**src/rtl/regfile_pkg.sv**
```systemverilog
`default_nettype none
// +----------------------------------------------------------------------------+
// | Package  : regfile_pkg                                                     |
// | Purpose  : Shared constants, FSM state encoding and a round-robin helper   |
// |            for the register-file write-port arbiter.                       |
// | Contents : RF_ADR_W / RF_DATA_W / RF_NREG / RF_NREQ defaults, state_e,     |
// |            rr_next() pointer-advance helper.                               |
// | Revision : 1.0  initial release                                            |
// +----------------------------------------------------------------------------+
package regfile_pkg;

  localparam int RF_ADR_W  = 3;
  localparam int RF_DATA_W = 4;
  localparam int RF_NREG   = 1 << RF_ADR_W;
  localparam int RF_NREQ   = 4;

  typedef enum logic [1:0] {
    ST_IDLE  = 2'd0,
    ST_WRITE = 2'd1,
    ST_INIT  = 2'd2
  } state_e;

  // Index following 'idx' in a ring of 'n' requesters.
  function automatic int rr_next(input int idx, input int n);
    return (idx + 1 >= n) ? 0 : idx + 1;
  endfunction

endpackage
`default_nettype wire

```
**src/rtl/regfile_rr_pick.sv**
```systemverilog
`default_nettype none
// +----------------------------------------------------------------------------+
// | Module   : regfile_rr_pick                                                 |
// | Purpose  : Combinational round-robin picker. Returns the first asserted    |
// |            request at or after the pointer, wrapping NREQ-1 -> 0.          |
// | Ports    : i_req   [NREQ]   request vector                                 |
// |            i_ptr   [IDX_W]  search start index (must be < NREQ)            |
// |            o_valid          at least one request asserted                  |
// |            o_idx   [IDX_W]  winning requester index                        |
// | Revision : 1.0  initial release                                            |
// +----------------------------------------------------------------------------+
module regfile_rr_pick
  import regfile_pkg::*;
#(
  parameter int NREQ  = RF_NREQ,
  parameter int IDX_W = (NREQ > 1) ? $clog2(NREQ) : 1
) (
  input  logic [NREQ-1:0]  i_req,
  input  logic [IDX_W-1:0] i_ptr,
  output logic             o_valid,
  output logic [IDX_W-1:0] o_idx
);

  int               w_cand;
  logic [IDX_W-1:0] w_sel;

  // Scan offsets from the far end back to zero so the smallest offset
  // (closest to the pointer) is the last assignment and therefore wins.
  always_comb begin
    o_valid = 1'b0;
    o_idx   = '0;
    w_cand  = 0;
    w_sel   = '0;
    for (int k = NREQ - 1; k >= 0; k--) begin
      w_cand = int'(i_ptr) + k;
      if (w_cand >= NREQ) begin
        w_cand = w_cand - NREQ;
      end
      w_sel = IDX_W'(w_cand);
      if (i_req[w_sel]) begin
        o_valid = 1'b1;
        o_idx   = w_sel;
      end
    end
  end

endmodule
`default_nettype wire

```
**src/rtl/regfile_write_arbiter.sv**
```systemverilog
`default_nettype none
// +----------------------------------------------------------------------------+
// | Module   : regfile_write_arbiter                                           |
// | Purpose  : Shares the single write port of the register file among NREQ   |
// |            requesters with round-robin arbitration. Issues one write every |
// |            two cycles at most and a one-cycle grant per issued write.      |
// | Ports    : clk        system clock (posedge)                               |
// |            reset      synchronous, active-low reset                        |
// |            req        per-requester request, held until grant              |
// |            req_adr    packed addresses, requester i at [i*ADR_W +: ADR_W]  |
// |            req_din    packed data, requester i at [i*DATA_W +: DATA_W]     |
// |            gnt        one-hot, one-cycle grant                             |
// |            W_Adr/Din  register file write address / data (held)            |
// |            we_pulse   register file write enable, single-cycle pulse       |
// |            busy       write or init sweep in progress                      |
// |            init_done  ready to accept requests                             |
// | Macro    : REGFILE_ARB_INIT_EN - after reset, sweep zeros into all         |
// |            registers before accepting requests.                            |
// | Revision : 1.0  initial release                                            |
// +----------------------------------------------------------------------------+
module regfile_write_arbiter
  import regfile_pkg::*;
#(
  parameter int NREQ   = RF_NREQ,
  parameter int ADR_W  = RF_ADR_W,
  parameter int DATA_W = RF_DATA_W
) (
  input  logic                     clk,
  input  logic                     reset,
  input  logic [NREQ-1:0]          req,
  input  logic [NREQ*ADR_W-1:0]    req_adr,
  input  logic [NREQ*DATA_W-1:0]   req_din,
  output logic [NREQ-1:0]          gnt,
  output logic [ADR_W-1:0]         W_Adr,
  output logic [DATA_W-1:0]        Din,
  output logic                     we_pulse,
  output logic                     busy,
  output logic                     init_done
);

  localparam int IDX_W = $clog2(NREQ);

  state_e            r_state,  w_state_nxt;
  logic [IDX_W-1:0]  r_ptr,    w_ptr_nxt;
  logic [IDX_W-1:0]  r_winner, w_winner_nxt;
  logic [NREQ-1:0]   r_gnt,    w_gnt_nxt;
  logic [ADR_W-1:0]  r_adr,    w_adr_nxt;
  logic [DATA_W-1:0] r_din,    w_din_nxt;
  logic              r_we,     w_we_nxt;
  logic              r_busy,   w_busy_nxt;

  logic              w_pick_valid;
  logic [IDX_W-1:0]  w_pick_idx;

  logic [ADR_W-1:0]  w_adr_arr [NREQ];
  logic [DATA_W-1:0] w_din_arr [NREQ];

`ifdef REGFILE_ARB_INIT_EN
  localparam int NREG = 1 << ADR_W;
  logic [ADR_W-1:0]  r_init_cnt,  w_init_cnt_nxt;
  logic              r_init_ph,   w_init_ph_nxt;
  logic              r_init_done, w_init_done_nxt;
`endif

  for (genvar gi = 0; gi < NREQ; gi++) begin : g_unpack
    assign w_adr_arr[gi] = req_adr[gi*ADR_W +: ADR_W];
    assign w_din_arr[gi] = req_din[gi*DATA_W +: DATA_W];
  end

  regfile_rr_pick #(
    .NREQ  (NREQ),
    .IDX_W (IDX_W)
  ) u_pick (
    .i_req   (req),
    .i_ptr   (r_ptr),
    .o_valid (w_pick_valid),
    .o_idx   (w_pick_idx)
  );

  always_ff @(posedge clk) begin
    if (!reset) begin
`ifdef REGFILE_ARB_INIT_EN
      r_state     <= ST_INIT;
      r_init_cnt  <= '0;
      r_init_ph   <= 1'b0;
      r_init_done <= 1'b0;
`else
      r_state     <= ST_IDLE;
`endif
      r_ptr       <= '0;
      r_winner    <= '0;
      r_gnt       <= '0;
      r_adr       <= '0;
      r_din       <= '0;
      r_we        <= 1'b0;
      r_busy      <= 1'b0;
    end else begin
`ifdef REGFILE_ARB_INIT_EN
      r_init_cnt  <= w_init_cnt_nxt;
      r_init_ph   <= w_init_ph_nxt;
      r_init_done <= w_init_done_nxt;
`endif
      r_state     <= w_state_nxt;
      r_ptr       <= w_ptr_nxt;
      r_winner    <= w_winner_nxt;
      r_gnt       <= w_gnt_nxt;
      r_adr       <= w_adr_nxt;
      r_din       <= w_din_nxt;
      r_we        <= w_we_nxt;
      r_busy      <= w_busy_nxt;
    end
  end

  // Next-state / next-output logic. W_Adr and Din default to holding so the
  // last issued write stays visible after we_pulse falls.
  always_comb begin
    w_state_nxt  = r_state;
    w_ptr_nxt    = r_ptr;
    w_winner_nxt = r_winner;
    w_gnt_nxt    = '0;
    w_adr_nxt    = r_adr;
    w_din_nxt    = r_din;
    w_we_nxt     = 1'b0;
    w_busy_nxt   = 1'b0;
`ifdef REGFILE_ARB_INIT_EN
    w_init_cnt_nxt  = r_init_cnt;
    w_init_ph_nxt   = r_init_ph;
    w_init_done_nxt = r_init_done;
`endif
    case (r_state)
      ST_IDLE: begin
        if (w_pick_valid) begin
          w_winner_nxt          = w_pick_idx;
          w_gnt_nxt[w_pick_idx] = 1'b1;
          w_adr_nxt             = w_adr_arr[w_pick_idx];
          w_din_nxt             = w_din_arr[w_pick_idx];
          w_we_nxt              = 1'b1;
          w_busy_nxt            = 1'b1;
          w_state_nxt           = ST_WRITE;
        end
      end
      // Dead cycle after every write: req is not sampled here, which gives
      // the granted requester one edge to withdraw its request.
      ST_WRITE: begin
        w_ptr_nxt   = IDX_W'(rr_next(int'(r_winner), NREQ));
        w_state_nxt = ST_IDLE;
      end
`ifdef REGFILE_ARB_INIT_EN
      // Phase 0 issues a zero write to r_init_cnt, phase 1 is the gap cycle.
      ST_INIT: begin
        w_busy_nxt = 1'b1;
        if (!r_init_ph) begin
          w_adr_nxt     = r_init_cnt;
          w_din_nxt     = '0;
          w_we_nxt      = 1'b1;
          w_init_ph_nxt = 1'b1;
        end else begin
          w_init_ph_nxt = 1'b0;
          if (r_init_cnt == ADR_W'(NREG - 1)) begin
            w_busy_nxt      = 1'b0;
            w_init_done_nxt = 1'b1;
            w_state_nxt     = ST_IDLE;
          end else begin
            w_init_cnt_nxt = r_init_cnt + 1'b1;
          end
        end
      end
`endif
      default: begin
        w_state_nxt = ST_IDLE;
      end
    endcase
  end

  assign gnt      = r_gnt;
  assign W_Adr    = r_adr;
  assign Din      = r_din;
  assign we_pulse = r_we;
  assign busy     = r_busy;
`ifdef REGFILE_ARB_INIT_EN
  assign init_done = r_init_done;
`else
  assign init_done = 1'b1;
`endif

endmodule
`default_nettype wire
```
**config.mk**
```make
export PLATFORM = sky130hd
export DESIGN_NAME = regfile_write_arbiter
export DESIGN_NICKNAME = d
export VERILOG_FILES = /design/src/rtl/regfile_pkg.sv /design/src/rtl/regfile_rr_pick.sv /design/src/rtl/regfile_write_arbiter.sv
export SDC_FILE = /design/constraint.sdc
export NUM_CORES = 1
export LEC_CHECK = 0
export ABC_CLOCK_PERIOD_IN_PS = 2100
export CAP_MARGIN = 20
export CORE_MARGIN = 3
export CORE_UTILIZATION = 39
export DETAILED_ROUTE_END_ITERATION = 8
export PLACE_DENSITY_LB_ADDON = 0.1
export SLEW_MARGIN = 20
export SYNTH_ARGS = -nofsm -noshare
export SYNTH_HDL_FRONTEND = slang
export SYNTH_SLANG_ARGS = --single-unit
```
**constraint.sdc**
```tcl
create_clock -name clk -period 2.1 [get_ports clk]
set_input_delay 0.42 -clock clk [delete_from_list [all_inputs] [get_ports clk]]
set_output_delay 0.42 -clock clk [all_outputs]
set_load 0.05 [all_outputs]
```
==> metrics.yaml, run 1 <==
die:
  io_pins: 48
  die-area_um2: 3080
  initial_core_util_pct: 42.1
  rows: 17
  die_y_um: 55.5
  core-area_um2: 2280
  chipWidth_um: 55.5
yosys:
  ys_seq_area_share_pct: 35.6
  yosys-top-cells-area: "dfxtp_1, o2111a_1, nand3_1"
  synth_ff_type: "dfxtp_1"
  synth_top_area_share_pct: 35.6
  yosys_warnings: 0
  synth-compound-area-share_pct: 31.2
  synth_fp_nets: 140
  synth_top_family_by_area: "compound AO/OA/AOI/OAI gates"
  avgSynthCellArea_um2: 9.12
  synth_cell_type_count: 29
  mappedNetlistArea_um2: 957
  synth-edff-count: 0
  synthArstFlopShare_pct: 0
  synth-xor-area-share_pct: 0
  yosysMostFrequentCell: "dfxtp_1"
  synthCells: 105
  synthAdderAreaFrac_pct: 1.31
  synthSimpleGateAreaFrac_pct: 20.7
  yosysTopAreaCell: "dfxtp_1"
  synth-seq-cells: 17
  synthMuxAreaShare_pct: 4.31
  synth_common_cells: "dfxtp_1, nand3_1, o21ai_0"
sta:
  hold_ws_ps: 492
  slew_headroom_pct: 66.0
  fin_crit_ps: 1890
  setup_slack_ps: 214
  fin_skew_ps: 11.2
  worst_pin_slew_ps: 508
  finalHoldViolations: 0
  drv_slew: 0
  finalCritPeriodShare_pct: 89.8
  rsz0062_at_grt: "no"
  finalSetupViolCount: 0
  tns_ps: 0
  fmax_ghz: 0.530
worst_setup_path:
  end_kind: "flip-flop"
  path_cells: "clkdlybuf4s50_1 > nor2b_1 > o21bai_1 > nand3_2 > a211o_1 > o2111a_1"
  setup.worst_path.class: "in2reg"
  worstPathArrival_ps: 2090
  r2r-start: "r_ptr[1]$_SDFFE_PN0P_"
  cp-startpoint: "req[0]"
  start_kind: "input port"
  critical_path_required_ps: 2300
  max_stage_delay_ps: 480
  path_max_fanout: 8
  critical-path-slowest-cell: "clkdlybuf4s50_1"
finish:
  fin_nets: 197
  n_antenna_cell: 0
  utilization_pct: 67.6
  drive_gt1_share_pct: 13.7
  nFillCells: 200
  syn2layout_area_growth_pct: 60.8
placement:
  pre_cts_slack_ps: -163
  place_hpwl_um: 2150
  port_buffers: 46
  place.gp.congestion: 0.832
pwr:
  leakagePower_nw: 0.608
  powerDensity_nw_per_um2: 624
  max-vdd-ir-drop_v: 0.000417
route:
  drc: 0
  firstDrtPassIters: 4
  vias: 998
  finalWirelength_um: 2710
  drt_iter0_drc: 10
  wl_per_cell_um: 14.3
  postRouteAntennaNets: 0
  via_per_inst: 5.28
global_routing:
  grt_pass1_wl_um: 4910
  grt_max_degree: 12
  antenna_found_initial: 0
  grt_usage_pct: 19.5
  grt_pass1_vias: 1095
  grt_remaining_overflow: 0
cts:
  clock_latency_ps: 300
  ctsHoldBuffers: 0
  cts_sinks: 17
  cts_tree: "yes"
  clk_pin_slew_ps: 110
  ctsHtreeMaxLevel: 1
  cts_buffer_depth: 2
  cts-root-buf: "clkbuf_4"
  numCtsBuffers: 3
run:
  cap_viol_max_count: 0
min_path:
  min_from: "r_winner[1]$_SDFFE_PN0P_"
  hp-class: "reg2reg"
outcome:
  outcome: "complete, no violations"
layout by cell type (no fill, tap or decap), types with 2 or more instances in the layout:
| cell type | count |
|---|---|
| a211o_1 | 7 |
| a21boi_0 | 7 |
| a21boi_1 | 2 |
| and2_1 | 2 |
| buf_4 | 13 |
| clkbuf_4 | 3 |
| clkdlybuf4s50_1 | 46 |
| dfxtp_1 | 17 |
| inv_1 | 4 |
| mux2i_1 | 3 |
| nand2_1 | 3 |
| nand2b_1 | 2 |
| nand3_1 | 14 |
| nor2_1 | 2 |
| nor2b_1 | 4 |
| nor3_1 | 4 |
| o2111a_1 | 7 |
| o21ai_0 | 8 |
timing repair:
action	4_1_cts	5_1_grt
setup endpoints to repair	0	6
buffers inserted	0	0
endpoints found under the hold margin	0	0
resized for setup	0	2
worst max-delay path, delay by kind of cell:
kind                   cells  cell delay [ps]
AOI/OAI and AO/OA          3              770
buffers and inverters      1              480
and+or+nand+nor            2              420
stage by stage:
stage,total power [W],area [um2],std cells
after floorplan,0.000618,957,105
after global placement,0.000781,1500,185
after detailed placement,0.000786,1500,185
after CTS,0.000966,1530,189
after global routing,0.00102,1540,189
final,0.000960,1540,189
per-layer routing:
layer / global-route usage, % / part of all wire, % / wire length (um) / vias to the layer above
li1: - / - / - / 506
met1: 23.8 / 44 / 1200 / 453
met3: 5.84 / 6.3 / 172 / 4
met4: 7.64 / 1.3 / 35 / 0
met2: 31.9 / 48 / 1300 / 35
met5: 0 / 0 / 0 / -
path summary, 6_finish.rpt:
path	cells after the start	slack, ps	endpoint
max	6	210	W_Adr[2]$_SDFFE_PN0P_
min	2	490	r_winner[1]$_SDFFE_PN0P_
max reg2reg	5	400	W_Adr[0]$_SDFFE_PN0P_
min reg2reg	2	490	r_winner[1]$_SDFFE_PN0P_
state kept, by name, summed over array words and instances (netlist names):
register / count
W_Adr: 3
r_winner: 2
busy: 1
r_ptr: 2
r_state: 1
gnt: 4
Din: 4
report_power, final:
part	internal, W	switching (W)
combinational	0.000188	0.000218
clock	0.0000709	0.000109
sequential	0.000354	0.0000197
total	0.000613	0.000347
cell type report:
class	instances	area [um2]	area share, %
Clock buffer	3	22.5	1.46
Clock inverter	1	5.00	0.325
Inverter	4	15.0	0.976
Multi-Input combinational cell	77	563	36.6
Sequential cell	17	340	22.1
Tap cell	28	35.0	2.28
Timing Repair Buffer	59	558	36.3
cell families (layout without fill, tap and decap cells):
logic type / Yosys count / after routing
adder cells (fa/ha/maj): 1 / 1
AND/OR/NAND/NOR: 35 / 35
flip-flops: 17 / 17
multiplexers: 4 / 4
other: 1 / 1
buffers and inverters: 11 / 67
AO/OA/AOI/OAI: 36 / 36
Power figures use the tool's default switching activity.
==> inputs of run 2 (changes only) <==
ABC_CLOCK_PERIOD_IN_PS = unset   (was 2100)
GPL_ROUTABILITY_DRIVEN = 1   (was unset)
==> results of run 2 <==
The final DEF is identical to that of run 1; final timing and power are the same.
